$ cat src/rtl/int_pkg.sv
// Shared definitions for the P7 interrupt responder and the bridge decode that
// routes handler acknowledge writes to it.
package int_pkg;

    typedef enum logic [1:0] {
        S_IDLE    = 2'd0,
        S_ASSERT  = 2'd1,
        S_HOLDOFF = 2'd2,
        S_DONE    = 2'd3
    } int_state_t;

    localparam logic [31:0] INT_ACK_ADDR_DEFAULT  = 32'h0000_7f20;
    localparam logic [31:0] INT_TARGET_PC_DEFAULT = 32'h0000_3010;

    localparam int FIRE_CNT_W = 8;
    localparam int TMO_CNT_W  = 16;

    // Word-granular address compare: byte offset bits [1:0] never take part.
    function automatic logic word_match(input logic [31:0] a, input logic [31:0] b);
        return ((a ^ b) & ~32'h0000_0003) == 32'h0000_0000;
    endfunction

endpackage

$ cat src/rtl/pc_rise_detect.sv
// Registers the PC-vs-target comparison and flags the first cycle of a match,
// so a PC stalled on the target produces a single trigger.
module pc_rise_detect
    import int_pkg::*;
#(
    parameter logic [31:0] TARGET_PC = INT_TARGET_PC_DEFAULT
) (
    input  logic        clk,
    input  logic        reset,
    input  logic [31:0] i_pc,
    output logic        o_rise
);

    logic w_match;
    logic r_match_q;

    assign w_match = word_match(i_pc, TARGET_PC);

    // NOTE: sequential state uses non-blocking assignments so every register
    // samples values from before the edge, independent of block ordering.
    always_ff @(posedge clk) begin
        if (reset) r_match_q <= 1'b0;
        else       r_match_q <= w_match;
    end

    assign o_rise = w_match & ~r_match_q;

endmodule

$ cat src/rtl/int_responder.sv
// Device-side interrupt source: raises interrupt when the CPU reaches TARGET_PC,
// holds it until the handler acknowledges, then holds off before re-arming.
module int_responder
    import int_pkg::*;
#(
    parameter logic [31:0] ACK_ADDR    = INT_ACK_ADDR_DEFAULT,
    parameter logic [31:0] TARGET_PC   = INT_TARGET_PC_DEFAULT,
    parameter int unsigned FIRE_LIMIT  = 1,
    parameter int unsigned HOLDOFF     = 4,
    parameter int unsigned ACK_TIMEOUT = 1024
) (
    input  logic                  clk,
    input  logic                  reset,
    input  logic [31:0]           macroscopic_pc,
    input  logic [31:0]           m_int_addr,
    input  logic [3:0]            m_int_byteen,
    output logic                  interrupt,
    output logic [FIRE_CNT_W-1:0] fire_count,
    output logic                  ack_timeout,
    output logic                  busy
);

    localparam logic [FIRE_CNT_W-1:0] LIMIT     = FIRE_CNT_W'(FIRE_LIMIT);
    localparam logic [7:0]            HOLD_LOAD = 8'(HOLDOFF - 1);
    localparam logic [TMO_CNT_W-1:0]  TMO_LIMIT = TMO_CNT_W'(ACK_TIMEOUT);

    int_state_t             r_state;
    logic                   r_interrupt;
    logic                   r_busy;
    logic                   r_ack_timeout;
    logic [FIRE_CNT_W-1:0]  r_fire_count;
    logic [TMO_CNT_W-1:0]   r_tmo_cnt;
    logic [7:0]             r_hold_cnt;

    logic                   w_rise;
    logic                   w_ack;
    logic [TMO_CNT_W-1:0]   w_tmo_next;

    pc_rise_detect #(
        .TARGET_PC (TARGET_PC)
    ) u_pc_rise_detect (
        .clk    (clk),
        .reset  (reset),
        .i_pc   (macroscopic_pc),
        .o_rise (w_rise)
    );

    assign w_ack      = (|m_int_byteen) & word_match(m_int_addr, ACK_ADDR);
    assign w_tmo_next = r_tmo_cnt + 1'b1;

    always_ff @(posedge clk) begin
        if (reset) begin
            r_state       <= S_IDLE;
            r_interrupt   <= 1'b0;
            r_busy        <= 1'b0;
            r_ack_timeout <= 1'b0;
            r_fire_count  <= '0;
            r_tmo_cnt     <= '0;
            r_hold_cnt    <= '0;
        end else begin
            case (r_state)
                S_IDLE: begin
                    if (w_rise && (r_fire_count < LIMIT)) begin
                        r_state     <= S_ASSERT;
                        r_interrupt <= 1'b1;
                        r_busy      <= 1'b1;
                        if (r_fire_count != '1) r_fire_count <= r_fire_count + 1'b1;
                    end
                end
                S_ASSERT: begin
                    // Counter parks at the limit; the flag is sticky so it never needs to wrap.
                    if (r_tmo_cnt != TMO_LIMIT) r_tmo_cnt <= w_tmo_next;
                    if (w_tmo_next == TMO_LIMIT) r_ack_timeout <= 1'b1;
                    if (w_ack) begin
                        r_state     <= S_HOLDOFF;
                        r_interrupt <= 1'b0;
                        r_tmo_cnt   <= '0;
                        r_hold_cnt  <= HOLD_LOAD;
                    end
                end
                S_HOLDOFF: begin
                    if (r_hold_cnt == 8'd0) begin
                        r_busy  <= 1'b0;
                        r_state <= (r_fire_count == LIMIT) ? S_DONE : S_IDLE;
                    end else begin
                        r_hold_cnt <= r_hold_cnt - 1'b1;
                    end
                end
                S_DONE: ;
                default: r_state <= S_IDLE;
            endcase
        end
    end

    assign interrupt   = r_interrupt;
    assign busy        = r_busy;
    assign ack_timeout = r_ack_timeout;
    assign fire_count  = r_fire_count;

endmodule

$ cat config.mk
export PLATFORM = sky130hd
export DESIGN_NAME = int_responder
export DESIGN_NICKNAME = d
export VERILOG_FILES = /design/src/rtl/int_pkg.sv /design/src/rtl/pc_rise_detect.sv /design/src/rtl/int_responder.sv
export SDC_FILE = /design/constraint.sdc
export NUM_CORES = 1
export LEC_CHECK = 0
export ABC_CLOCK_PERIOD_IN_PS = 6200
export BUFFER_PORTS_ARGS = -buffer_cell sky130_fd_sc_hd__buf_4
export CORE_ASPECT_RATIO = 0.5
export CORE_MARGIN = 5
export CORE_UTILIZATION = 56
export DETAILED_ROUTE_END_ITERATION = 10
export GPL_ROUTABILITY_DRIVEN = 0
export HOLD_SLACK_MARGIN = 0.02
export PLACE_DENSITY = 0.86
export SLEW_MARGIN = 10
export SYNTH_ARGS = -nofsm -noshare
export SYNTH_HDL_FRONTEND = slang
export SYNTH_HIERARCHICAL = 1
export SYNTH_SLANG_ARGS = --single-unit
$ cat constraint.sdc
create_clock -name clk -period 6.2 [get_ports clk]
set_input_delay 0.93 -clock clk [delete_from_list [all_inputs] [get_ports clk]]
set_output_delay 0.93 -clock clk [all_outputs]
set_load 0.01 [all_outputs]
==> Yosys cells after proc, flatten, opt, wreduce, memory -nomap -nowiden <==
Index checks and enable logic that the tools add are counted.
{ "word_totals": {"reg_bits": 38, "out_inout_bits": 11} }
{ "op_classes": {"addsub": 3, "n_lt_le_gt_ge": 1, "n_eq_ne": 10, "n_mux": 15, "n_bitwise": 5, "n_reduce_logical": 18} }
{ "ops": {"columns": ["cell", "n"], "rows": [
  ["logical NOT 32 bit", 2],
  ["2-to-1 mux 16 bit", 2],
  ["adder 16 x 1 -> 16 bit (second input constant)", 1],
  ["equality test 16 x 11 -> 1 bit (second input constant)", 1],
  ["2-to-1 mux 8 bit", 2],
  ["!= test 16 x 11 -> 1 bit (second input constant)", 1],
  ["one-hot mux 8 bit (2 select lines)", 1],
  ["AND reduction 3 bit", 4],
  ["adder 8 x 1 -> 8 bit (second input constant)", 1],
  ["equality test 8 x 1 -> 1 bit (second input constant)", 1],
  ["logical NOT 8 bit", 1],
  ["< comparator 8 x 1 -> 1 bit (second input constant)", 1],
  ["2-to-1 mux 2 bit", 4],
  ["!= test 2 bit (second input constant)", 4],
  ["!= test 8 bit (second input constant)", 1],
  ["inverter 8 bit", 1],
  ["nonzero test 2 bit", 4],
  ["subtractor 8 x 1 -> 8 bit (second input constant)", 1],
  ["one-hot mux 2 bit (3 select lines)", 1],
  ["one-hot mux 1 bit (2 select lines)", 2],
  ["AND reduction 2 bit", 2],
  ["AND reduction 4 bit", 1],
  ["OR reduction 4 bit", 1],
  ["2-to-1 mux 1 bit", 3],
  ["8 further kinds", 9]
]} }

==> Longest topological paths before layout <==
Gate-level depths: netlist of run 1.
{ "depth": {"depth_word": 6, "ltp_mapped": 8, "depth_no_buf": 8} }

==> Hierarchy <==
Netlist of run 1, hierarchy kept.
{ "modules_own_cells": {"columns": ["mod", "instances", "cells_each", "area_per_inst_um2"], "rows": [
  ["int_responder", 1, 301, 2610.0],
  ["pc_rise_detect", 1, 14, 102.6]
]} }

==> Least setup slack after synthesis of run 1 <==
OpenSTA, ideal clock, no wires.
{ "synth_path": {"path_type": "input -> register", "startpoint": "input macroscopic_pc[7]", "endpoint": "register r_state[1]", "setup_time_ns": 0.087, "arrival_ns": 3.029, "path_slack_ns": 3.084, "stages": 8, "n_path_buf": 0, "path_cell_list": "or4_1 > or4_1 > nor3_1 > and2_1 > a31oi_1 > a211o_1 > or4_1 > o31ai_1"} }
{ "synth_via": {"elab_chain_len": 5} }
{ "synth_rtl": {"columns": ["element", "line_no", "rtl"], "rows": [
  ["from (decl)", "int_responder.sv:14", "input logic [31:0] macroscopic_pc,"],
  ["logical NOT 32 bit", "int_pkg.sv:20", "return ((a ^ b) & ~32'h0000_0003) == 32'h0000_0000;"],
  ["bitwise AND 1 bit", "pc_rise_detect.sv:26", "assign o_rise = w_match & ~r_match_q;"],
  ["via w_rise", "int_responder.sv:35", "logic w_rise;"],
  ["logical AND 1 bit", "int_responder.sv:63", "if (w_rise && (r_fire_count < LIMIT)) begin"],
  ["!= test 2 bit (no line)", null, null],
  ["AND reduction 4 bit (no line)", null, null],
  ["to (signal assigned)", "int_responder.sv:84", "r_state <= (r_fire_count == LIMIT) ? S_DONE : S_IDLE;"],
  ["to (decl)", "int_responder.sv:27", "int_state_t r_state;"]
]} }
The timed path passes the listed nets, and every way through them passes these cells.
A chain may end at the register's enable or synchronous reset.

==> Worst setup path after layout of run 1 <==
Same ends and word-level chain as after synthesis.

==> summary.txt, run 1 <==
Timing
  • Min Hold Slack: 481 ps
  • Setup violators final: 0
  • Skew final: 10.3 ps
  • Final hold violation count: 0
  • Slew @ Worst Pin: approximately 680 ps
  • Max Fclk: 323 MHz
  • Final slew viol count: 0
  • Post-layout min period: 3100 ps
  • Setup TNS: 0 ps
  • Period utilization: 50.0%
  • Worst slew margin: around 55%
  • RSZ-0062 raised after global routing: no

Final layout
  • Layout cells sized above 1: 30.3%
  • NumNets Final: 459
  • Final Non-Filler Cells: 445
  • Area grow syn2layout: 22.5%
  • FILL cells: between 300 and 400
  • Antenna Cells: 0

Clock tree
  • Clock Pin Slew Worst Setup and Hold Paths: ~70 ps
  • Depth of the CTS H-tree: 2
  • CTS sink count: 38
  • Setup Buffers After CTS: 0
  • Clock tree buffer depth: 2
  • Clock Latency Late Sink: roughly 300 ps
  • Clock Root Buffer: clkbuf_8
  • Post-CTS sizing: 0
  • CTS Buf Count: 5
  • CTS tree: built
  • Hold Buf Count CTS: 0

Drt
  • Post-route ant nets: 0
  • DR WL met2: 3.66 mm
  • # DRC: 0
  • Routed WL: 7.61 mm
  • First-iteration detailed-routing DRC count: around 210
  • Wl on met1: 3.04 mm
  • Highest routed layer: met4
  • WL per Instance: 17.1 µm
  • Pre-Repair DR Iteration Count: 5
  • Vias post-DR: roughly 2,900
  • Vias/cell: 6.44
  • DR WL met3: ~720 µm

Synthesis
  • Largest cells by area after synthesis: dfxtp_1, ha_1, a32o_1, nor4_1, nand4_1
  • Synth top area share: 28.0%
  • Asr flop ratio synth: 0%
  • Ys flop type: dfxtp_1
  • Sequential area share after synthesis: between 20 and 30%
  • Avg Inst Size Synth: between 8 and 9 µm²
  • Cell count after synthesis: between 300 and 400
  • Post-Syn Area: ~2700 µm²
  • Synth Net Count: a little under 400
  • Synth unique cells: 67
  • Yosys warns: 6
  • Leading area contributor after synthesis: dfxtp_1
  • Yosys reg bits: 38
  • Synth cell count leaders: dfxtp_1, nor4_1, nor2_1, o21ai_0, inv_1
  • Post-synth EDFFs: 0
  • Most numerous cell in the Yosys netlist: dfxtp_1

Floorplanning
  • Die Area: 6420 µm²
  • Core Box Area: about 4500 µm²
  • Initial Utilization: approximately 60%
  • Num ports: 81
  • Row count: 17
  • Die width: 108 µm
  • Die Y: about 60 µm

Power
  • Peak VDD IR: 0.000115 V
  • Pwr/cell area: 171 nW/µm²
  • P_leak: 1.24 nW

Worst setup path
  • Critical Path Source Type: input pin
  • Crit end category: flip-flop
  • Worst EP required: 6410 ps
  • Critical Path AT: 3310 ps
  • Worst path slowest cell: or4_1
  • Crit-path cells: buf_4, or4_1, or4_1, nor3_1, and2_1, a31oi_1, a211o_1, or4_1, o31ai_1
  • Worst path max stage delay: about 500 ps
  • Top cell by count, worst path: or4_1
  • CP max FO: 4
  • Crit Path Class: in -> reg
  • CP Buf/Inv Count: 1
  • Largest delay share family, worst path: simple AND/OR/NAND/NOR gates

Global route
  • GR Util All Layers: about 25%
  • Largest net degree at the start of global routing: 43
  • Total gr overflow: 0
  • Number of global-route vias before repair: between 2,000 and 3,000
  • Initial antenna violation count: 0
  • First-pass GRT wire length: 12.9 mm

Job
  • Max-Cap Viols: 0

Placement
  • # port buffers: 76
  • DP Wirelength: around 5.7 mm
  • Dpl cells: 437

Worst hold path
  • Type of the tightest min-delay check: reg -> reg

Status
  • Status: finished, final reports clean
[metrics by stage]
step	util [%]	instance area (µm²)	power [W]	worst slack, ps
2_1_floorplan	-	2710	0.000336	3080
3_3_place_gp	71.3	3230	0.000380	2850
3_5_place_dp	71.3	3230	0.000386	2810
4_1_cts	73.3	3320	0.000564	3110
5_1_grt	73.3	3320	0.000591	2940
6_report	73.3	3320	0.000567	3100
[registers in the layout (all words and copies together) (netlist names)]
signal / flops
r_tmo_cnt: 16
r_hold_cnt: 8
u_pc_rise_detect/r_match_q: 1
interrupt: 1
fire_count: 8
busy: 1
ack_timeout: 1
r_state: 2
[power by group]
part	internal, W	total [W]	switching (W)	leakage, nW
clock network	0.0000899	0.000183	0.0000936	0.0482
logic	0.0000573	0.000129	0.0000717	0.881
registers	0.000248	0.000254	0.00000567	0.306
total	0.000396	0.000567	0.000171	1.24
[layout by cell type, fill, tap and decap left out, types with 2 or more instances in the layout]
| cell | instances |
|---|---|
| a31oi_1 | 7 |
| o21ai_0 | 18 |
| nor4b_2 | 3 |
| clkbuf_8 | 6 |
| nor4_1 | 20 |
| o21a_1 | 3 |
| or3_1 | 3 |
| ha_1 | 11 |
| nor2b_1 | 7 |
| nor4b_1 | 8 |
| nand3_1 | 7 |
| buf_4 | 76 |
| nand3_2 | 4 |
| nor3_1 | 13 |
| dfxtp_1 | 38 |
| a21oi_1 | 12 |
| or4_1 | 4 |
| a32o_1 | 13 |
| or2_2 | 2 |
| nand2_1 | 15 |
| and4bb_2 | 2 |
| nand4_1 | 15 |
| nor3b_1 | 2 |
| nor4_2 | 2 |
| and3_1 | 2 |
| inv_1 | 17 |
| o31ai_1 | 3 |
| o32ai_1 | 2 |
| nor3_2 | 3 |
| o31a_1 | 4 |
| and2_1 | 3 |
| nor2_1 | 19 |
| xor2_1 | 2 |
[path summary, 6_finish.rpt]
check / from / endpoint / slack [ps] / depth (start not counted)
hold / removal: interrupt$_SDFFE_PP0P_ / interrupt$_SDFFE_PP0P_ / 480 / 2
setup / recovery: macroscopic_pc[7] / r_state[1]$_SDFFE_PP0P_ / 3100 / 9
hold reg to reg: interrupt$_SDFFE_PP0P_ / interrupt$_SDFFE_PP0P_ / 480 / 2
setup reg to reg: r_state[1]$_SDFFE_PP0P_ / ack_timeout$_SDFFE_PP0P_ / 3710 / 6
[cells by family after synthesis]
kind of cell,share of synthesized area (%)
AOI/OAI and AO/OA,23.0
DFF,28.0
and+or+nand+nor,35.2
xor gates and xnor gates,0.969
muxes,0.415
buffers and inverters,7.33
adders and majority gates,5.07
[metal layers]
layer  global-route usage (%)  up-vias
met5                        0        -
met3                     7.07       23
met1                     28.4     1332
met4                     9.71        0
met2                     44.2      149
li1                         -     1360
[area by class of cell]
cell class              instances  area [µm²]  area share, %
clock inverters                 1        5.00          0.151
inverters                      17        63.8           1.92
well taps                      66        82.6           2.49
clock buffers                   7        86.3           2.60
flip-flops and latches         38         761           22.9
multi-input cells             240        1750           52.8
repair buffers                 76         571           17.2
[worst register-to-register path, stage by stage (launching register included)]
cell and delay (ps):
dfxtp_1 330, inv_1 100, ha_1 500, inv_1 320
a2111oi_0 370, or4b_1 510, o32ai_1 270
(Power assumes the default switching activity.)
==> run 2, diff against run 1 <==
--- a/config.mk
+++ b/config.mk
@@ -5,15 +5,16 @@
 export SDC_FILE = /design/constraint.sdc
 export NUM_CORES = 1
 export LEC_CHECK = 0
-export ABC_CLOCK_PERIOD_IN_PS = 6200
+export ABC_AREA = 1
+export ABC_CLOCK_PERIOD_IN_PS = 2600
 export BUFFER_PORTS_ARGS = -buffer_cell sky130_fd_sc_hd__buf_4
 export CORE_ASPECT_RATIO = 0.5
 export CORE_MARGIN = 5
-export CORE_UTILIZATION = 56
+export CORE_UTILIZATION = 47
 export DETAILED_ROUTE_END_ITERATION = 10
 export GPL_ROUTABILITY_DRIVEN = 0
 export HOLD_SLACK_MARGIN = 0.02
-export PLACE_DENSITY = 0.86
+export PLACE_DENSITY = 0.77
 export SLEW_MARGIN = 10
 export SYNTH_ARGS = -nofsm -noshare
 export SYNTH_HDL_FRONTEND = slang
==> constraint.sdc (replaced) <==
create_clock -name clk -period 2.6 [get_ports clk]
set_input_delay 0.39 -clock clk [delete_from_list [all_inputs] [get_ports clk]]
set_output_delay 0.39 -clock clk [all_outputs]
set_load 0.01 [all_outputs]
==> summary.txt, run 2 <==
Status
  • Status: finished, final reports clean

Clock tree
  • Setup Buffers After CTS: 0 (unchanged)
  • Hold Buf Count CTS: 0 (unchanged)
  • CTS Buf Count: 5 (unchanged)
  • Post-CTS sizing: 0 (unchanged)
  • CTS sink count: 38 (unchanged)
  • Clock Latency Late Sink: 300 ps (about the same)
  • Clock Root Buffer: clkbuf_8
  • Depth of the CTS H-tree: 2 (unchanged)
  • Clock Pin Slew Worst Setup and Hold Paths: 70 ps (about the same)
  • Clock tree buffer depth: 2 (unchanged)
  • CTS tree: built

Floorplanning
  • Die Y: 62.6 µm (+5.8%)
  • Core Box Area: 5420 µm² (+20%)
  • Die width: 115 µm (+6.3%)
  • Row count: 19 (+2)
  • Die Area: 7220 µm² (+12%)
  • Initial Utilization: 48.0% (-12 points)
  • Num ports: 81 (unchanged)

Final layout
  • Layout cells sized above 1: 19.7% (-11 points)
  • Commonest non-fill, non-tap cell in the layout: nand2_1
  • NumNets Final: 590 (+29%)
  • Antenna Cells: 0 (unchanged)
  • FILL cells: 544 (+50%)
  • Max reg flops: 16 (unchanged)
  • Area grow syn2layout: 27.5%
  • Commonest cells after routing, fill and taps aside: nand2_1, buf_4, nor2_1, inv_1, dfxtp_1
  • Largest Register: r_tmo_cnt

Worst hold path
  • Type of the tightest min-delay check: reg -> reg
  • Hold_sp: fire_count[7]$_SDFFE_PP0P_

Synthesis
  • Most numerous cell in the Yosys netlist: nand2_1
  • Cell count after synthesis: 432 (+37%)
  • Asr flop ratio synth: 0% (unchanged)
  • Synth unique cells: 25 (-63%)
  • Yosys reg bits: 38 (unchanged)
  • Synth Net Count: 513 (+30%)
  • Yosys warns: 6 (unchanged)
  • Post-synth EDFFs: 0 (unchanged)
  • Leading area contributor after synthesis: dfxtp_1
  • Ys flop type: dfxtp_1
  • Avg Inst Size Synth: 6.03 µm² (-30%)
  • Synth cell count leaders: nand2_1, nor2_1, inv_1, dfxtp_1, nand4_1
  • Synth top area share: 29.2% (+1.2 points)
  • Sequential area share after synthesis: 29.2% (+1.2 points)
  • Post-Syn Area: 2600 µm² (-4.0%)
  • Largest cells by area after synthesis: dfxtp_1, nand2_1, nor2_1, inv_1, nand4_1

Drt
  • Post-route ant nets: 0 (unchanged)
  • Pre-Repair DR Iteration Count: 4 (-1)
  • Vias/cell: 4.87 (-24%)
  • Routed WL: 6.33 mm (-17%)
  • Vias post-DR: 2,828 (-1.3%)
  • WL per Instance: 10.9 µm (-36%)
  • # DRC: 0 (unchanged)
  • First-iteration detailed-routing DRC count: 101 (-53%)

Worst setup path
  • Crit-path cells: inv_1, ha_1, inv_1, nor2_1, nand3_1, nor2_1, nand3_1, nor2_1, nand3_1, a21oi_2
  • CP endpoint: ack_timeout$_SDFFE_PP0P_
  • Critical Path Source Type: flip-flop
  • Worst r2r src: r_state[1]$_SDFFE_PP0P_
  • Worst EP required: 2830 ps (-3580 ps)
  • Critical Path AT: 2080 ps (-1230 ps)
  • CP max FO: 13 (+9)
  • Crit path from: r_state[1]$_SDFFE_PP0P_
  • Reg2Reg Depth: 10 (+4)
  • CP Buf/Inv Count: 2 (+1)
  • Largest delay share family, worst path: simple AND/OR/NAND/NOR gates
  • Crit path depth: 10 (+1)
  • Reg2reg end: ack_timeout$_SDFFE_PP0P_
  • Crit end category: flip-flop
  • Worst path slowest cell: ha_1
  • Reg2reg setup slack: 750 ps (-2960 ps)
  • Worst path max stage delay: 480 ps (-30 ps)
  • Crit Path Class: reg -> reg

Job
  • Max-Cap Viols: 0 (unchanged)

Placement
  • Setup WS pre-CTS: 761 ps (-2050 ps)
  • # port buffers: 76 (unchanged)
  • DP Wirelength: 4.86 mm (-15%)

Global route
  • Initial antenna violation count: 0 (unchanged)
  • Total gr overflow: 0 (unchanged)
  • First-pass GRT wire length: 11.0 mm (-15%)
  • Largest net degree at the start of global routing: 32 (-26%)
  • Number of global-route vias before repair: 2,619 (-10%)
  • GR Util All Layers: 18.0% (-6.8 points)

Timing
  • Max Fclk: between 500 and 600 MHz
  • RSZ-0062 raised after global routing: no
  • Setup violators final: 0 (unchanged)
  • Post-layout min period: 1850 ps
  • Skew final: 11.3 ps (+0.922 ps)
  • Period utilization: 71.2%
  • Final hold violation count: 0 (unchanged)
  • Worst slew margin: 66.5% (+12 points)
  • Slew @ Worst Pin: 502 ps (-176 ps)
  • Fin worst setup slack: 749 ps (-2350 ps)
  • Final slew viol count: 0 (unchanged)
  • Setup TNS: 0 ps (unchanged)

Power
  • Pwr/cell area: 561 nW/µm² (+230%)
  • Peak VDD IR: 0.000379 V (+230%)
  • P_leak: 1.54 nW (+24%)
[run 2: cell count changes after synthesis, moves of 10 or more]
cell,delta
nand2_1,+97
nor2_1,+59
inv_1,+51
nor4_1,-20
nand3_1,+19
a21oi_1,+14
a32o_1,-13
nand4_1,+13
nor3_1,-10
[run 2: power by group]
part / switching [W] / total [W] / internal (W) / leakage, nW
logic: 0.000484 / 0.000794 / 0.000310 / 1.19
clock network: 0.000203 / 0.000408 / 0.000205 / 0.0431
registers: 0.0000352 / 0.000662 / 0.000627 / 0.307
[run 2: how the worst min path moves through the flow]
stage	to	slack (ps)	cells after the start
finish	fire_count[7]$_SDFFE_PP0P_	450	2
global route	fire_count[4]$_SDFFE_PP0P_	480	2
CTS	fire_count[7]$_SDFFE_PP0P_	460	2
detailed placement	fire_count[5]$_SDFFE_PP0P_	440	2
global placement	fire_count[5]$_SDFFE_PP0P_	430	2
floorplan	r_hold_cnt[5]$_SDFFE_PP0P_	440	2
[run 2: worst register-to-register path, delay by kind of cell, from the launching register on]
| kind | cells | cell delay, ps |
|---|---|---|
| adders and majority gates | 1 | 480 |
| AOI/OAI and AO/OA | 1 | 120 |
| DFF | 1 | 330 |
| and+or+nand+nor | 6 | 620 |
| buffers and inverters | 2 | 240 |
[run 2: cell type report]
cell class	count	area, µm²	area share [%]
inverter	68	255	7.69
timing repair buffer	80	601	18.1
clock buffer	6	82.6	2.49
multi-input combinational	316	1530	46.1
sequential	38	761	22.9
tap	73	91.3	2.75
[run 2: per-layer routing]
| layer | up-vias | share of wire [%] | global-route usage (%) |
|---|---|---|---|
| met5 | - | 0 | 0 |
| li1 | 1507 | - | - |
| met3 | 6 | 9.2 | 5.03 |
| met1 | 1231 | 45 | 22.5 |
| met4 | 0 | 1.3 | 5.86 |
| met2 | 84 | 45 | 29.8 |
[run 2: cells by family (layout without fill, tap and decap cells)]
group,after synthesis,in the layout,synth area share [%]
simple gates,261,261,43.9
buf+inv,78,154,12.0
compound gates,38,38,7.54
flops,38,38,29.2
fa+ha+maj,11,11,5.29
xor+xnor,6,6,2.02
[run 2: metrics by stage]
| stage | cell area, µm² | power (W) | hold WS [ps] | utilization, % | instances |
|---|---|---|---|---|---|
| 6_report | 3320 | 0.00186 | 450 | 61.3 | 581 |
| 5_1_grt | 3320 | 0.00204 | 476 | 61.3 | 581 |
| 4_1_cts | 3320 | 0.00188 | 455 | 61.3 | 581 |
| 3_5_place_dp | 3240 | 0.00147 | 444 | 59.7 | 575 |
| 3_3_place_gp | 3240 | 0.00145 | 427 | 59.7 | 575 |
| 2_1_floorplan | 2600 | 0.00125 | 441 | - | 432 |
